<file path="config.mk">
export PLATFORM = sky130hd
export DESIGN_NAME = stream_mux_arb
export DESIGN_NICKNAME = d
export VERILOG_FILES = /design/src/rtl/stream_mux_arb.sv
export SDC_FILE = /design/constraint.sdc
export NUM_CORES = 1
export LEC_CHECK = 0
export BUFFER_PORTS_ARGS = -buffer_cell sky130_fd_sc_hd__buf_2
export CORE_UTILIZATION = 30
export CTS_BUF_LIST = sky130_fd_sc_hd__clkbuf_8
export DETAILED_ROUTE_END_ITERATION = 7
export PLACE_DENSITY = 0.59
export SLEW_MARGIN = 20
export SYNTH_ARGS = -nofsm -noshare
export SYNTH_HDL_FRONTEND = slang
export SYNTH_SLANG_ARGS = --single-unit
</file>
<file path="constraint.sdc">
create_clock -name clk -period 1.35 [get_ports clk]
set_input_delay 0.27 -clock clk [delete_from_list [all_inputs] [get_ports clk]]
set_output_delay 0.27 -clock clk [all_outputs]
set_load 0.02 [all_outputs]
</file>
<file path="src/rtl/stream_mux_arb.sv">
// N-channel valid/ready stream multiplexer with one registered output stage.
// The channel comes either from the manual sel input (MODE=0) or from round-robin arbitration (MODE=1).
module stream_mux_arb #(
  parameter int unsigned N_CH  = 4,
  parameter int unsigned WIDTH = 8,
  parameter int unsigned MODE  = 1,
  parameter int unsigned SEL_W = (N_CH > 1) ? $clog2(N_CH) : 1
) (
  input  logic                  clk,
  input  logic                  rst_n,
  input  logic [N_CH*WIDTH-1:0] in_data,
  input  logic [N_CH-1:0]       in_valid,
  output logic [N_CH-1:0]       in_ready,
  input  logic [SEL_W-1:0]      sel,
  output logic [WIDTH-1:0]      out_data,
  output logic                  out_valid,
  input  logic                  out_ready,
  output logic [SEL_W-1:0]      out_ch
);

  logic [SEL_W-1:0] rr_ptr;
  logic [N_CH-1:0]  grant;
  logic             found;
  logic [SEL_W-1:0] grant_idx;
  logic [WIDTH-1:0] grant_data;
  logic             load_en;

  assign load_en = !out_valid || out_ready;

  // One-hot grant. Round-robin searches channels above rr_ptr first, then wraps to the rest.
  always_comb begin
    grant = '0;
    found = 1'b0;
    if (MODE == 0) begin
      for (int i = 0; i < int'(N_CH); i++) begin
        if (SEL_W'(i) == sel && in_valid[i]) begin
          grant[i] = 1'b1;
        end
      end
    end else begin
      for (int i = 0; i < int'(N_CH); i++) begin
        if (!found && in_valid[i] && (SEL_W'(i) > rr_ptr)) begin
          grant[i] = 1'b1;
          found    = 1'b1;
        end
      end
      for (int i = 0; i < int'(N_CH); i++) begin
        if (!found && in_valid[i] && (SEL_W'(i) <= rr_ptr)) begin
          grant[i] = 1'b1;
          found    = 1'b1;
        end
      end
    end
  end

  // Index and payload of the granted channel.
  always_comb begin
    grant_idx  = '0;
    grant_data = '0;
    for (int i = 0; i < int'(N_CH); i++) begin
      if (grant[i]) begin
        grant_idx  = SEL_W'(i);
        grant_data = in_data[i*WIDTH +: WIDTH];
      end
    end
  end

  // rst_n gating keeps every in_ready low while the block is held in reset.
  assign in_ready = {N_CH{rst_n && load_en}} & grant;

  always_ff @(posedge clk or negedge rst_n) begin
    if (!rst_n) begin
      out_valid <= 1'b0;
      out_data  <= '0;
      out_ch    <= '0;
      rr_ptr    <= SEL_W'(N_CH - 1);
    end else if (load_en) begin
      if (|grant) begin
        out_valid <= 1'b1;
        out_data  <= grant_data;
        out_ch    <= grant_idx;
        if (MODE != 0) begin
          rr_ptr <= grant_idx;
        end
      end else begin
        out_valid <= 1'b0;
      end
    end
  end

endmodule

</file>
==> flow_metrics.tcl <==
set metrics [dict create \
    status "complete, but fails checks" \
    violations "negative setup slack" \
    synth_top_family_by_area "compound AO/OA/AOI/OAI gates" \
    worst-path-max-fanout 6 \
    synth-compound-area-share_pct 39.9 \
    cap_violations 0 \
    fp.coreArea_sq_um 3100 \
    grt_max_degree 21 \
    vias 1091 \
    io_pins 56 \
    diodes 0 \
    yosys.cell_types.count 32 \
    syn_area_per_cell_sq_um 9.56 \
    port-buffer-count 53 \
    syn_area_sq_um 995 \
    overflow 0 \
    yosys_most_used_dff "dfrtp_1" \
    power.leakage_nw 0.772 \
    path_class "reg -> out" \
    grt_pass1_vias 1067 \
    final_common_cell "buf_2" \
    synth_xor_area_share_pct 0 \
    powerDensity_nw_per_um2 1140 \
    tritoncts "yes" \
    die_x_um 59.6 \
    setup-violations-final 16 \
    numCtsBuffers 3 \
    synth_edf_count 0 \
    skew_ns 0.00579 \
    yosysSeqAreaShare_pct 33.0 \
    cts_root_buf "clkbuf_8" \
    whs_ns 0.294 \
    worstPathRequired_ns 1.08 \
    initial_core_util_pct 32.1 \
    max_freq_ghz 0.548 \
    grtUsageTotal_pct 18.5 \
    synthSimpleGateAreaFrac_pct 19.5 \
    hold_path_startpoint "in_data[15]" \
    antenna_found_initial 0 \
    relSlewSlack_pct 74.2 \
    grt_pass1_wl_um 4800 \
    netlist_instances 104 \
    syn_nets 145 \
    hpwl_um 2340 \
    drive_gt1_share_pct 61.3 \
    syn_to_final_growth_pct 66.8 \
    viasPerCell 4.85 \
    min_period_over_period_pct 135 \
    final_cell_mix "buf_2, buf_4, nand2_1" \
    ys_warn_count 0 \
    place.gp.congestion 0.756 \
    critPathLaunch "rr_ptr[0]" \
    layout_setup_ws_ns -0.476 \
    ys_seq_elements 13 \
    stdcell_area_sq_um 1660 \
    hold_path_class "in -> reg" \
    ir_drop_v 0.000422 \
    start_kind "register" \
    dieHeight_um 59.6 \
    ys_async_sr_fraction_pct 100 \
    drt-total-wl_um 3090 \
    crit_path_end_kind "output port" \
    reg2reg_from "rr_ptr[0]" \
    clk_pin_slew_ns 0.06 \
    cts_sinks 13 \
    cts_max_path_buffers 2 \
    muxShareOfSynthArea_pct 0 \
    dieArea_sq_um 3550 \
    power_mw 1.90 \
    drc 0 \
    final_antenna_net_count 0 \
    drt_first_pass_iters 4 \
    clk_latency_ns 0.25 \
    drtIter0Drc 62 \
    synth_adder_area_share_pct 0 \
    post-route-min-period_ns 1.83 \
    nets 223 \
    placed_area_sq_um 1480 \
    tightest_slew_ns 0.384 \
    avgRoutedWirePerCell_um 13.7 \
    cts_max_level 1 \
    placement_rows 20 \
    hold_viol 0 \
    cp_data_arrival_time_ns 1.56 \
    drv_slew 0 \
    rsz0062_at_grt "true" \
]
[final cells by class]
| cell class | instances | area (sq um) |
|---|---|---|
| Multi-Input combinational cell | 81 | 677 |
| Fill cell | 302 | 1440 |
| Clock inverter | 1 | 3.75 |
| Clock buffer | 3 | 41.3 |
| Tap cell | 44 | 55.1 |
| Inverter | 1 | 3.75 |
| Timing Repair Buffer | 82 | 551 |
| Sequential cell | 13 | 328 |
[final timing paths]
| check | end | slack, ns | depth (start not counted) |
|---|---|---|---|
| setup / recovery | in_ready[0] | -0.48 | 6 |
| hold / removal | out_data[7] | 0.29 | 3 |
| setup reg to reg | out_data[6] | -0.37 | 7 |
| hold reg to reg | out_ch[1] | 0.48 | 1 |
| max in group asynchronous | rr_ptr[1] | 0.58 | 3 |
| min in group asynchronous | out_data[5] | 0.52 | 3 |
[metrics by stage]
step	TNS (ns)	instances	setup WS, ns	utilization, %
floorplan	-2.28	104	-0.200	-
global placement	-3.53	214	-0.281	47.5
detailed placement	-3.86	214	-0.297	47.5
CTS	-5.52	225	-0.468	53.0
global route	-6.51	225	-0.516	53.5
finish	-5.57	225	-0.476	53.5
[routing by layer]
metal  track usage (%)  part of all wire, %  vias to the layer above
met5                 0                    0                        -
li1                  -                    -                      546
met1              22.9                   47                      494
met2              32.9                   48                       45
met3              1.53                  4.9                        6
met4              7.64                 0.81                        0
[kinds of logic (layout without fill, tap and decap cells)]
family / count (synthesis) / count (layout)
AO/OA/AOI/OAI: 45 / 45
AND/OR/NAND/NOR: 36 / 36
flip-flops: 13 / 13
buffers and inverters: 10 / 87
[flip-flops by register name, indices dropped and copies added, names as in the netlist]
signal,flops
out_ch,2
rr_ptr,2
out_data,8
out_valid,1
[cell usage after synthesis, types with 2 or more instances]
cell	number	share of area (%)
nand2b_1	2	1.3
a31oi_1	2	1.3
nor2b_1	3	1.9
buf_4	2	1.5
buf_2	4	2.0
dfrtp_1	11	28
nand2_1	14	5.3
a21oi_2	2	1.8
buf_6	2	2.3
nor2_1	8	3.0
a221oi_2	8	12
a2bb2oi_1	8	7.0
a21o_1	2	1.5
o211ai_1	8	6.0
dfstp_2	2	5.3
o21ai_1	10	5.0
[power by group]
part | total [mW] | leakage, nW | switching, mW | internal [mW]
logic | 0.983 | 0.591 | 0.504 | 0.479
registers | 0.560 | 0.155 | 0.0677 | 0.492
clock network | 0.355 | 0.0269 | 0.154 | 0.201
total | 1.90 | 0.772 | 0.726 | 1.17
[critical path: stages (launching register included)]
cell,delay [ns]
dfstp_2,0.59
buf_4,0.14
nor2b_4,0.04
nor2_1,0.09
o211a_1,0.19
nor2b_4,0.15
buf_6,0.12
[timing repair]
action | 4_1_cts | 5_1_grt
endpoints found under the setup margin | 16 | 16
setup buffers | 6 | 0
pin swaps | 10 | 3
hold buffers | 1 | 0
resized for setup | 17 | 1
endpoints found under the hold margin | 11 | 0
Power figures use the tool's default switching activity.
